$ cat config.mk
export PLATFORM = sky130hd
export DESIGN_NAME = remote_cmd_seq
export DESIGN_NICKNAME = d
export VERILOG_FILES = /design/src/rtl/rcs_pkg.sv /design/src/rtl/rcs_fifo.sv /design/src/rtl/remote_cmd_seq.sv
export SDC_FILE = /design/constraint.sdc
export NUM_CORES = 1
export LEC_CHECK = 0
export ABC_AREA = 0
export CAP_MARGIN = 30
export CORE_UTILIZATION = 40
export CTS_BUF_LIST = sky130_fd_sc_hd__clkbuf_8
export DETAILED_ROUTE_END_ITERATION = 12
export GPL_TIMING_DRIVEN = 0
export RECOVER_POWER = 50
export SLEW_MARGIN = 20
export SYNTH_ARGS = -nofsm -noshare
export SYNTH_HDL_FRONTEND = slang
export SYNTH_SLANG_ARGS = --single-unit
export TNS_END_PERCENT = 20
$ cat constraint.sdc
create_clock -name clk -period 4 [get_ports clk]
set_input_delay 0.4 -clock clk [delete_from_list [all_inputs] [get_ports clk]]
set_output_delay 0.4 -clock clk [all_outputs]
set_load 0.02 [all_outputs]
$ cat src/rtl/rcs_pkg.sv
// Shared types and constants for the RemoteComm command sequencer.
package rcs_pkg;

    typedef enum logic [2:0] {
        IDLE,
        SEND,
        WAIT_SENT,
        WAIT_RESP,
        HALT
    } rcs_state_t;

    localparam logic [7:0] ACK_POS  = 8'hA5;

    localparam logic [1:0] ERR_NONE = 2'b00;
    localparam logic [1:0] ERR_RESP = 2'b01;
    localparam logic [1:0] ERR_TMO  = 2'b10;

endpackage

$ cat src/rtl/rcs_fifo.sv
// DEPTH x 16 circular command FIFO; pointers carry one extra wrap bit so
// full and empty fall straight out of a pointer compare.
module rcs_fifo #(
    parameter int DEPTH = 8
) (
    input  logic        clk,
    input  logic        rst,
    input  logic        push_i,
    input  logic [15:0] data_i,
    input  logic        pop_i,
    input  logic        flush_i,
    output logic [15:0] head_o,
    output logic        full_o,
    output logic        empty_o
);
    localparam int AW = $clog2(DEPTH);

    logic [15:0] mem_q [DEPTH];
    logic [AW:0] wptr_q;
    logic [AW:0] rptr_q;
    logic        do_push;
    logic        do_pop;

    assign empty_o = (wptr_q == rptr_q);
    assign full_o  = (wptr_q[AW] != rptr_q[AW]) && (wptr_q[AW-1:0] == rptr_q[AW-1:0]);
    assign do_push = push_i && !full_o;
    assign do_pop  = pop_i && !empty_o;
    assign head_o  = mem_q[rptr_q[AW-1:0]];

    // NOTE: storage is deliberately not reset; the pointers alone decide which entries are valid.
    always_ff @(posedge clk) begin
        if (do_push) begin
            mem_q[wptr_q[AW-1:0]] <= data_i;
        end
    end

    always_ff @(posedge clk) begin
        if (rst) begin
            wptr_q <= '0;
            rptr_q <= '0;
        end else begin
            if (do_push) begin
                wptr_q <= wptr_q + 1'b1;
            end
            // A flush drops everything queued before this edge.
            if (flush_i) begin
                rptr_q <= wptr_q;
            end else if (do_pop) begin
                rptr_q <= rptr_q + 1'b1;
            end
        end
    end

endmodule

$ cat src/rtl/remote_cmd_seq.sv
// Sequencer that issues queued Knight commands to RemoteComm one at a time.
// Optional RCS_RETRY_EN: re-issue the head command once after its first timeout.
module remote_cmd_seq
    import rcs_pkg::*;
#(
    parameter int          DEPTH   = 8,
    parameter logic [23:0] TMO_CYC = 24'd5_000_000
) (
    input  logic        clk,
    input  logic        rst,
    input  logic        push,
    input  logic [15:0] push_cmd,
    input  logic        go,
    input  logic        clr_err,
    output logic        full,
    output logic        empty,
    output logic [15:0] cmd,
    output logic        send_cmd,
    input  logic        cmd_sent,
    input  logic        resp_rdy,
    input  logic [7:0]  resp,
    output logic        busy,
    output logic        cmd_done,
    output logic        err,
    output logic [1:0]  err_code,
    output logic [7:0]  err_resp
);
    rcs_state_t  state_q, state_d;
    logic [15:0] cmd_q, cmd_d;
    logic        cmd_done_q, cmd_done_d;
    logic        err_q, err_d;
    logic [1:0]  err_code_q, err_code_d;
    logic [7:0]  err_resp_q, err_resp_d;
    logic [23:0] tmo_q, tmo_d;
    logic        fifo_pop;
    logic        fifo_flush;
    logic [15:0] fifo_head;
`ifdef RCS_RETRY_EN
    logic        retry_q, retry_d;
`endif

    rcs_fifo #(.DEPTH(DEPTH)) u_fifo (
        .clk     (clk),
        .rst     (rst),
        .push_i  (push),
        .data_i  (push_cmd),
        .pop_i   (fifo_pop),
        .flush_i (fifo_flush),
        .head_o  (fifo_head),
        .full_o  (full),
        .empty_o (empty)
    );

    // NOTE: every signal driven here gets a default first, so no path can infer a latch.
    always_comb begin
        state_d    = state_q;
        cmd_d      = cmd_q;
        cmd_done_d = 1'b0;
        err_d      = err_q;
        err_code_d = err_code_q;
        err_resp_d = err_resp_q;
        tmo_d      = tmo_q;
        fifo_pop   = 1'b0;
        fifo_flush = 1'b0;
`ifdef RCS_RETRY_EN
        retry_d    = retry_q;
`endif
        if (clr_err) begin
            err_d      = 1'b0;
            err_code_d = ERR_NONE;
            err_resp_d = 8'h00;
        end
        unique case (state_q)
            IDLE: begin
                if (go && !empty && !err_q) begin
                    state_d = SEND;
                    cmd_d   = fifo_head;
                end
            end
            SEND: state_d = WAIT_SENT;
            WAIT_SENT: begin
                if (cmd_sent) begin
                    state_d = WAIT_RESP;
                    tmo_d   = '0;
                end
            end
            WAIT_RESP: begin
                // A response in the expiry cycle still wins over the timeout.
                if (resp_rdy) begin
                    if (resp == ACK_POS) begin
                        fifo_pop   = 1'b1;
                        cmd_done_d = 1'b1;
                        state_d    = IDLE;
`ifdef RCS_RETRY_EN
                        retry_d    = 1'b0;
`endif
                    end else begin
                        err_d      = 1'b1;
                        err_code_d = ERR_RESP;
                        err_resp_d = resp;
                        state_d    = HALT;
                    end
                end else if (tmo_q == TMO_CYC - 24'd1) begin
`ifdef RCS_RETRY_EN
                    if (!retry_q) begin
                        retry_d = 1'b1;
                        state_d = SEND;
                    end else begin
                        err_d      = 1'b1;
                        err_code_d = ERR_TMO;
                        state_d    = HALT;
                    end
`else
                    err_d      = 1'b1;
                    err_code_d = ERR_TMO;
                    state_d    = HALT;
`endif
                end else begin
                    tmo_d = tmo_q + 24'd1;
                end
            end
            HALT: begin
                if (clr_err) begin
                    fifo_flush = 1'b1;
                    state_d    = IDLE;
`ifdef RCS_RETRY_EN
                    retry_d    = 1'b0;
`endif
                end
            end
            default: state_d = IDLE;
        endcase
    end

    // NOTE: sequential state uses non-blocking assignments so every register samples pre-edge values.
    always_ff @(posedge clk) begin
        if (rst) begin
            state_q    <= IDLE;
            cmd_q      <= 16'h0000;
            cmd_done_q <= 1'b0;
            err_q      <= 1'b0;
            err_code_q <= ERR_NONE;
            err_resp_q <= 8'h00;
            tmo_q      <= '0;
`ifdef RCS_RETRY_EN
            retry_q    <= 1'b0;
`endif
        end else begin
            state_q    <= state_d;
            cmd_q      <= cmd_d;
            cmd_done_q <= cmd_done_d;
            err_q      <= err_d;
            err_code_q <= err_code_d;
            err_resp_q <= err_resp_d;
            tmo_q      <= tmo_d;
`ifdef RCS_RETRY_EN
            retry_q    <= retry_d;
`endif
        end
    end

    assign cmd      = cmd_q;
    assign send_cmd = (state_q == SEND);
    assign busy     = (state_q != IDLE);
    assign cmd_done = cmd_done_q;
    assign err      = err_q;
    assign err_code = err_code_q;
    assign err_resp = err_resp_q;

endmodule

# ---- After elaboration in Yosys (flattened, before gate mapping)
# Memory sizes are Yosys's and may differ from the RTL's. A register that Yosys moved wholly into a read port is not among the register bits.
# Cells that the tools add are included.
dict set report word_totals {
  reg_bits 47
  ramBits 128
  inputBits 31
  output_inout_bits 32
  word_cells 76
  n_memories 1
}
# memory words word_bits read_ports rd_clocked_by_memory_dff wr line
set memory_table {}
lappend memory_table {u_fifo.mem_q 8 16 1 1 1 rcs_fifo.sv:18} ;# logic [15:0] mem_q [DEPTH];
dict set report classes {
  add_sub_neg 3
  eq_ne 15
  muxes 34
  reduce_logical 15
}
# op n
set op_table {}
lappend op_table {{$mux 24} 3}
lappend op_table {{$pmux 24 s2} 1}
lappend op_table {{$mux 8} 4}
lappend op_table {{$add 24x1->24 const B} 1}
lappend op_table {{$eq 24x23->1 const B} 1}
lappend op_table {{$mux 3} 6}
lappend op_table {{$pmux 3 s5} 1}
lappend op_table {{$mux 1} 12}
lappend op_table {{$mux 2} 5}
lappend op_table {{$ne 2x2->1 const B} 5}
lappend op_table {{$add 4x1->4 const B} 2}
lappend op_table {{$eq 8x8->1 const B} 1}
lappend op_table {{$mux 4} 2}
lappend op_table {{$reduce_and 4->1} 2}
lappend op_table {{$eq 3x2->1 const B} 2}
lappend op_table {{$logic_and 1x1->1} 5}
lappend op_table {{$eq 4x4->1} 1}
lappend op_table {{$reduce_bool 2->1} 2}
lappend op_table {{$eq 3x1->1 const B} 1}
lappend op_table {{$eq 3x3->1} 1}
lappend op_table {{$eq 3x3->1 const B} 1}
lappend op_table {{$logic_not 1->1} 3}
lappend op_table {{$logic_not 3->1} 1}
lappend op_table {{$ne 3x3->1 const B} 1}
lappend op_table {{3 further kinds} 3}

# ---- Depth between registers and ports, before layout
# Gate-level depths: netlist of the first run.
dict set report depth {
  word_depth 7
  depth_mapped 8
  depth_no_buf 6
}

# ---- Hierarchy
# Synthesis of the first run repeated with hierarchy kept, for this count alone.
dict set report hier_totals {
  hier_cells 578
  area_unflattened_um2 8127.8
}
# mod n_inst cells_per_inst area_each_um2 seq_area_each_um2
set by_module_without_submodules {}
lappend by_module_without_submodules {rcs_fifo 1 256 5456.5 4063.9}
lappend by_module_without_submodules {remote_cmd_seq 1 322 2671.3 1101.1}

# ---- Least setup slack after synthesis of the first run
# No wires, ideal clock.
dict set report synth_timing {
  path_type {register -> register}
  from {register u_fifo.rptr_q[2]}
  to {memory u_fifo.mem_q[4][0], enable pin}
  setup_ns 0.413
  arrival_ns 2.517
  required_time_ns 3.587
  slack_ns 1.070
  path_stages_with_launch 6
  path_cell_list {dfxtp_1 -> buf_4 -> xnor2_1 -> a41oi_1 -> nand2b_1 -> nor3b_1}
}
dict set report synth_between {
  elab_chain_len 6
}
# item line
set synth_rtl {}
lappend synth_rtl {{from (decl)} rcs_fifo.sv:20} ;# logic [AW:0] rptr_q;
lappend synth_rtl {{from (signal assigned)} rcs_fifo.sv:47} ;# rptr_q <= wptr_q;
lappend synth_rtl {{from (signal assigned)} rcs_fifo.sv:49} ;# rptr_q <= rptr_q + 1'b1;
lappend synth_rtl {{$eq 3x3->1} rcs_fifo.sv:25} ;# assign full_o = (wptr_q[AW] != rptr_q[AW]) && (wptr_q[AW-1:0] == rptr_q[AW-1:0]);
lappend synth_rtl {{$logic_and 1x1->1} rcs_fifo.sv:25}
lappend synth_rtl {{$logic_not 1->1} rcs_fifo.sv:26} ;# assign do_push = push_i && !full_o;
lappend synth_rtl {{$logic_and 1x1->1} rcs_fifo.sv:26}
lappend synth_rtl {{$mux 1} rcs_fifo.sv:32} ;# if (do_push) begin
lappend synth_rtl {{$mux 1 (implied by the code)} rcs_fifo.sv:33} ;# mem_q[wptr_q[AW-1:0]] <= data_i;
lappend synth_rtl {{to (decl)} rcs_fifo.sv:18}
# No other way between the ends.

# ---- Final worst setup path of the first run
dict set report layout_timing {
  from {register u_fifo.rptr_q[1]}
  to {memory u_fifo.mem_q[3][0], enable pin}
}
# Same word-level chain as after synthesis.

==> results of run 1 <==
[sequential cells by signal, summed over array words and instances, names as in the netlist]
register,cells
cmd,16
cmd_done,1
err,1
err_code,2
err_resp,8
state_q,3
tmo_q,24
u_fifo.mem_q,128
u_fifo.rptr_q,4
u_fifo.wptr_q,4
[per-stage QoR]
step / worst slack [ps] / power, W / instances / utilization (%)
final: 1028 / 0.003791 / 953 / 48.85
after global routing: 834.9 / 0.003929 / 952 / 48.84
after CTS: 1188 / 0.003833 / 951 / 48.86
after detailed placement: 1078 / 0.002583 / 919 / 46.80
after global placement: -592.6 / 0.002560 / 906 / 45.95
after floorplan: 1070 / 0.002413 / 582 / -
[worst min-delay path: cells and delay by family]
kind | cells | cell delay, ps
simple gates | 1 | 60
buf+inv | 1 | 170
compound gates | 2 | 170
[final cells by class]
class                           count  area (um2)  share of cell area (%)
Timing Repair Buffer               72       725.7                   7.558
Clock inverter                     15       170.2                   1.772
Sequential cell                   191        5105                   53.17
Tap cell                          265       331.6                   3.453
Buffer                             40       205.2                   2.137
Clock buffer                       17       234.0                   2.437
Inverter                            9       33.78                  0.3518
Antenna cell                        2       5.005                 0.05212
Multi-Input combinational cell    342        2791                   29.07
[power groups by stage]
stage | combinational (W) | clock (W) | sequential, W
floorplan | 0.000165 | 0 | 0.00225
global placement | 0.000332 | 0 | 0.00223
detailed placement | 0.000354 | 0 | 0.00223
CTS | 0.000356 | 0.00129 | 0.00218
global route | 0.000368 | 0.00137 | 0.00219
finish | 0.000340 | 0.00127 | 0.00218
[routing by layer]
metal / part of all wire [%] / vias up / wire [um] / track usage (%)
met3: 5.7 / 25 / 1071 / 4.437
met5: 0 / - / 0 / 0
met1: 46 / 2695 / 8665 / 26.59
met2: 47 / 197 / 8875 / 30.34
li1: - / 2459 / - / -
met4: 1.7 / 0 / 318 / 7.147
[placed cells by master (no fill, tap or decap), types with 4 or more instances in the layout]
master           instances
clkbuf_1                20
dfxtp_1                 63
nand2b_1                 5
a21oi_1                  9
nor2_1                  48
a211oi_1                 9
xnor2_1                  7
buf_2                    9
nand4_1                 11
a31oi_1                 12
o21ai_0                 12
nand3_1                 16
mux2i_1                 19
buf_4                    7
nor2_2                   4
clkdlybuf4s50_1         14
nor3b_1                  5
nand2_1                 32
or3_1                    4
nor3b_2                  4
a311oi_1                 4
inv_1                    9
a41oi_1                  5
a22oi_1                  4
or4_1                    4
buf_6                   12
mux4_2                  32
o21ai_1                  7
dlygate4sd3_1           45
nor4_1                   9
edfxtp_1               128
clkbuf_8                17
o211ai_1                11
nor3_1                  12
a211oi_2                13
inv_8                    6
[kinds of logic (layout without fill, tap and decap cells)]
kind of cell | count (synthesis) | after routing | share of synthesized area (%)
and+or+nand+nor | 183 | 183 | 12.47
adders and majority gates | 3 | 3 | 0.4629
DFF | 191 | 191 | 62.95
buffers and inverters | 49 | 153 | 2.978
other | 0 | 2 | 0
muxes | 51 | 51 | 11.23
xor gates and xnor gates | 10 | 10 | 1.080
AOI/OAI and AO/OA | 95 | 95 | 8.826
[worst min path at each step]
| stage | cells past startpoint | slack [ps] | endpoint |
|---|---|---|---|
| floorplan | 2 | 470 | tmo_q[23]$_SDFFE_PP0P_ |
| global placement | 2 | 450 | err_code[1]$_SDFF_PP0_ |
| detailed placement | 2 | 450 | err_code[1]$_SDFF_PP0_ |
| CTS | 4 | 340 | state_q[2]$_SDFFE_PP0P_ |
| global route | 4 | 410 | state_q[2]$_SDFFE_PP0P_ |
| finish | 4 | 370 | state_q[2]$_SDFFE_PP0P_ |
==> summary.txt, run 1 <==
CP delay by family, top = simple AND/OR/NAND/NOR gates
Sw Share = 25.50%
Initial antenna violation count = 2
Die area = 0.02085 mm2
Worst R2R Setup Slack = 1030 ps
Cell occurring most often along the worst timing path = buf_6
Internal power = 0.002824 W
CTS sink count = 191
Stages on the worst setup path = 7
Number of placement rows = 51
Synth cell count leaders = edfxtp_1, dfxtp_1, nor2_1
Setup repair after global routing missed its margin = false
Count of hold buffers inserted by post-cts repair = 0
R2r endpoint = u_fifo.mem_q[3][0]$_DFFE_PP_
First drt pass iteration count = 4
H-tree levels = 4
Number of vias per cell after detailed routing = 5.641
Leftover overflow at the end of global routing = 0
Stage delay of the slowest cell on the critical path = 580 ps
Bufs and invs on worst path = 3
Hold Path Origin = resp_rdy
Kind of end point of the critical path = flop
Part of the total power dissipated in combinational logic = 9.0%
Total negative slack for setup checks = 0 ps
Mean Syn Cell Area = 13.93 um2
Detail Route Antenna Nets = 0
Via total after detailed routing = 5376
Post-synthesis register bit count = 191
Proportion of synthesized flip-flops having asynchronous set or reset = 0%
Worst-path clk slew = 110 ps
P_sw = 0.0009666 W
Die span in y = 144.4 um
Synthesis-to-layout area growth = 18.41%
DRC violation count after routing = 0
Worst Path Arrival = 3150 ps
Net count reported at finish = 707
Worst hold slack = 366.6 ps
Core ar. = 0.01965 mm2
Most used flip-flop cell after synthesis = edfxtp_1
Maximum frequency from static timing analysis = 0.3365 GHz
Power share of the clock group = 33.4%
Global-route wire length before repair = 29630 um
Final HPWL from detailed placement = 12930 um
Path class of the lowest-slack min-delay path = primary input to flop
Max Cap Viol = 0
Total number of yosys warnings = 0
Main area contributors after synthesis = edfxtp_1, dfxtp_1, mux4_2
WS Path Type = flop to flop
Top-area cell type share of the netlist area = 47.40%
Number of buffers inserted by post-CTS setup repair = 0
Gate count after technology mapping = 582
Count of final max-slew check failures = 0
Maximum number of pins on one net before global-route repair = 20
Min Clock Period, post-route = 2972 ps
Top-count cell post-synth = edfxtp_1
Routed wire per std cell = 19.87 um
Worst Clk Skew = 16.90 ps
All-Layer GR Usage = 19.48%
Beginning of the worst register-to-register path = u_fifo.rptr_q[1]$_SDFFE_PP0P_
Worst endpoint required time = 4180 ps
Clock buffer depth = 2
Post-CTS sizing = 0
Crit start category = flop
Period Utilization, post-route = 74.30%
Routability congestion estimate from global placement = 0.8893
Number of distinct library cell variants in the gate-level netlist after synthesis = 59
Top cell type by total area after synthesis = edfxtp_1
CTS tree = done
Number of buffers added by the clock tree synthesis step = 17
Vias in the first global route = 5311
Worst-case vdd ir drop = 0.0002481 V
IO Pins = 63
Count of routing violations after the opening detailed-route iteration = 435
Result of the run = finished clean
Final setup fails = 0
Cell chosen for the clock root = clkbuf_8
Cell area power density = 394.8 mW/mm2
Clock insertion delay at the later pin of the skew report = 470 ps
Slew margin rel. = 33.62%
Sequential cell area fraction in the yosys report = 62.95%
Total Routed Length = 18930 um
Cell count of the worst reg-to-reg path = 7
Critical path destination = u_fifo.mem_q[3][0]$_DFFE_PP_
Worst slew pin tran = 995.7 ps
Number of nets in the synthesized netlist = 616
Cell area after synthesis = 0.008109 mm2
Launching element of the worst setup path = u_fifo.rptr_q[1]$_SDFFE_PP0P_
Leak = 3.053 nW
Initial core utilization = 41.26%
Width of the die = 144.4 um
Slowest cell on crit path = nor3b_2
Fill cell total of the finished layout = 1764
Fin. Hold Viols = 0
Sequential group share of total power = 57.6%
Port buffer count = 59
Cells traversed along the worst timing path = clkbuf_1, xnor2_1, a41oi_1, nand2_1, nor3b_2, buf_6, buf_6
Post-route design area = 0.009602 mm2
Layout cells sized above 1 = 18.22%
Placed cell area = 0.009199 mm2
Number of enable flip-flop cells after synthesis = 128
Maximum fanout encountered on the critical timing path = 8
Note: power is estimated with default switching activity, not from simulation.
==> run 2: changes to the inputs <==
==> constraint.sdc (replaced) <==
create_clock -name clk -period 2.5 [get_ports clk]
set_input_delay 0.25 -clock clk [delete_from_list [all_inputs] [get_ports clk]]
set_output_delay 0.25 -clock clk [all_outputs]
set_load 0.02 [all_outputs]
==> run 2 against run 1 <==
  * Flip-flop and latch count stayed put
  * Non-clock buffer count stayed put
  * Via count about the same
  * Critical path depth decreased by 3
  * Combinational power increased by 63%
  * Sequential share of layout area is 0.39 points lower
  * First-iteration DRC count is 8.7% lower
==> summary.txt, run 2 (synthesis gave the netlist of run 1 again) <==
Die area = 0.02085 mm2 (unchanged)
Cells traversed along the worst timing path = buf_4, xnor2_1, and4_1, clkdlybuf4s50_1 (was clkbuf_1, xnor2_1, a41oi_1, nand2_1, nor3b_2, buf_6, buf_6)
Period Utilization, post-route = 96.31%
Global-route wire length before repair = 29680 um (was 29630 um)
Vias in the first global route = 5311 (unchanged)
Routed wire per std cell = 19.94 um (was 19.87 um)
Worst-case vdd ir drop = 0.0003957 V (was 0.0002481 V)
Worst Clk Skew = 14.90 ps (was 16.90 ps)
Core ar. = 0.01965 mm2 (unchanged)
Cell area power density = 628.5 mW/mm2 (was 394.8 mW/mm2)
Stage delay of the slowest cell on the critical path = 610 ps (was 580 ps)
Slowest cell on crit path = clkdlybuf4s50_1 (was nor3b_2)
Worst Path Arrival = 2160 ps (was 3150 ps)
Port buffer count = 59 (unchanged)
Leak = 3.061 nW (was 3.053 nW)
Min Clock Period, post-route = 2408 ps
Final setup fails = 0 (unchanged)
Beginning of the worst register-to-register path = u_fifo.rptr_q[2]$_SDFFE_PP0P_ (was u_fifo.rptr_q[1]$_SDFFE_PP0P_)
Via total after detailed routing = 5373 (was 5376)
Total Routed Length = 19000 um (was 18930 um)
Hold Path Origin = resp_rdy (unchanged)
Result of the run = finished clean (unchanged)
Fin. Hold Viols = 0 (unchanged)
Initial core utilization = 41.26% (unchanged)
Worst endpoint required time = 2250 ps (was 4180 ps)
Slew margin rel. = 34.04% (was 33.62%)
Launching element of the worst setup path = u_fifo.rptr_q[0]$_SDFFE_PP0P_ (was u_fifo.rptr_q[1]$_SDFFE_PP0P_)
Number of buffers added by the clock tree synthesis step = 17 (unchanged)
Crit start category = flop (unchanged)
Synthesis-to-layout area growth = 19.27% (was 18.41%)
Count of routing violations after the opening detailed-route iteration = 397 (was 435)
Fill cell total of the finished layout = 1757 (was 1764)
Number of placement rows = 51 (unchanged)
Clock buffer depth = 2 (unchanged)
Total negative slack for setup checks = 0 ps (unchanged)
DRC violation count after routing = 0 (unchanged)
IO Pins = 63 (unchanged)
Layout cells sized above 1 = 19.10% (was 18.22%)
Final HPWL from detailed placement = 12930 um (unchanged)
Maximum frequency from static timing analysis = 0.4153 GHz
Most frequent cells in the layout = edfxtp_1, dfxtp_1, nor2_1, dlygate4sd3_1 (unchanged)
Maximum fanout encountered on the critical timing path = 8 (unchanged)
Die span in y = 144.4 um (unchanged)
Detail Route Antenna Nets = 0 (unchanged)
Number of vias per cell after detailed routing = 5.638 (was 5.641)
Total power = 0.006078 W (was 0.003791 W)
Width of the die = 144.4 um (unchanged)
CTS sink count = 191 (unchanged)
Bufs and invs on worst path = 2 (was 3)
Worst-path clk slew = 110 ps (about the same)
H-tree levels = 4 (unchanged)
Clock insertion delay at the later pin of the skew report = 470 ps (about the same)
Path class of the lowest-slack min-delay path = primary input to flop (unchanged)
WS Path Type = flop to output pin (was flop to flop)
Count of final max-slew check failures = 0 (unchanged)
Routability congestion estimate from global placement = 0.8893 (unchanged)
Max reg flops = 128 (unchanged)
Count of hold buffers inserted by post-cts repair = 0 (unchanged)
Most common cell after layout, fill and taps aside = edfxtp_1 (unchanged)
Worst slew pin tran = 989.4 ps (was 995.7 ps)
Setup repair after global routing missed its margin = true (was false)
Kind of end point of the critical path = output pin (was flop)
Net count reported at finish = 707 (unchanged)
CTS tree = done (unchanged)
Initial antenna violation count = 2 (unchanged)
CP delay by family, top = buffers and inverters (was simple AND/OR/NAND/NOR gates)
Maximum number of pins on one net before global-route repair = 20 (unchanged)
First drt pass iteration count = 5 (was 4)
Max Cap Viol = 0 (unchanged)
Leftover overflow at the end of global routing = 0 (unchanged)
Cell chosen for the clock root = clkbuf_8 (unchanged)
All-Layer GR Usage = 19.53% (was 19.48%)
## run 2: cell count changes in the layout (fill, tap and decap cells not counted), sizes merged
cell,previous run,this run
buf,31,33
clkbuf,39,37
clkdlybuf4s50,14,13
dlygate4sd2,0,1
## run 2: power breakdown
part | internal [W] | switching (W)
Clock | 0.000840 | 0.00119
Combinational | 0.000225 | 0.000329
Sequential | 0.00346 | 0.0000364
## run 2: final timing paths
| check | slack [ps] | cells after the start | endpoint |
|---|---|---|---|
| worst max-delay path | 90 | 4 | full |
| worst min-delay path | 210 | 4 | state_q[2]$_SDFFE_PP0P_ |
| worst max register to register | 130 | 7 | u_fifo.mem_q[3][15]$_DFFE_PP_ |
| worst min register to register | 470 | 2 | err_code[1]$_SDFF_PP0_ |
## run 2: layout make-up
class | count | area [um2] | share of cell area, %
Antenna cell | 2 | 5.005 | 0.05175
Buffer | 40 | 207.7 | 2.147
Clock buffer | 17 | 234.0 | 2.419
Clock inverter | 15 | 170.2 | 1.759
Inverter | 9 | 33.78 | 0.3493
Multi-Input combinational cell | 342 | 2860 | 29.57
Sequential cell | 191 | 5105 | 52.78
Tap cell | 265 | 331.6 | 3.428
Timing Repair Buffer | 72 | 724.4 | 7.490
## run 2: layer usage
layer  vias up  GRT usage [%]  share of wire, %
li1       2468              -                 -
met2       193          30.64                47
met4         0          6.870               1.8
met5         -              0                 0
met3        26          4.371               5.9
met1      2686          26.61                45
## run 2: repair_timing
action	in CTS	in global routing
gates resized for setup	8	3
setup buffers	0	0
setup endpoints to repair	87	25
pin swaps	0	1
## run 2: per-stage QoR
| step | instance area, um2 | hold WS, ps | worst slack [ps] | std cells | util [%] |
|---|---|---|---|---|---|
| floorplan | 8109 | 348.9 | -430.0 | 582 | - |
| global placement | 9031 | 450.5 | -1943 | 906 | 45.95 |
| detailed placement | 9199 | 453.4 | -272.4 | 919 | 46.80 |
| CTS | 9649 | 188.1 | 51.82 | 951 | 49.10 |
| global route | 9669 | 259.5 | -28.15 | 952 | 49.20 |
| finish | 9672 | 211.9 | 92.35 | 953 | 49.21 |
## run 2: worst register-to-register path: cells and delay by family, from the launching register on
| kind | cells | cell delay [ps] |
|---|---|---|
| DFF | 1 | 310 |
| and+or+nand+nor | 2 | 680 |
| AOI/OAI and AO/OA | 1 | 330 |
| buffers and inverters | 3 | 580 |
| xor gates and xnor gates | 1 | 190 |
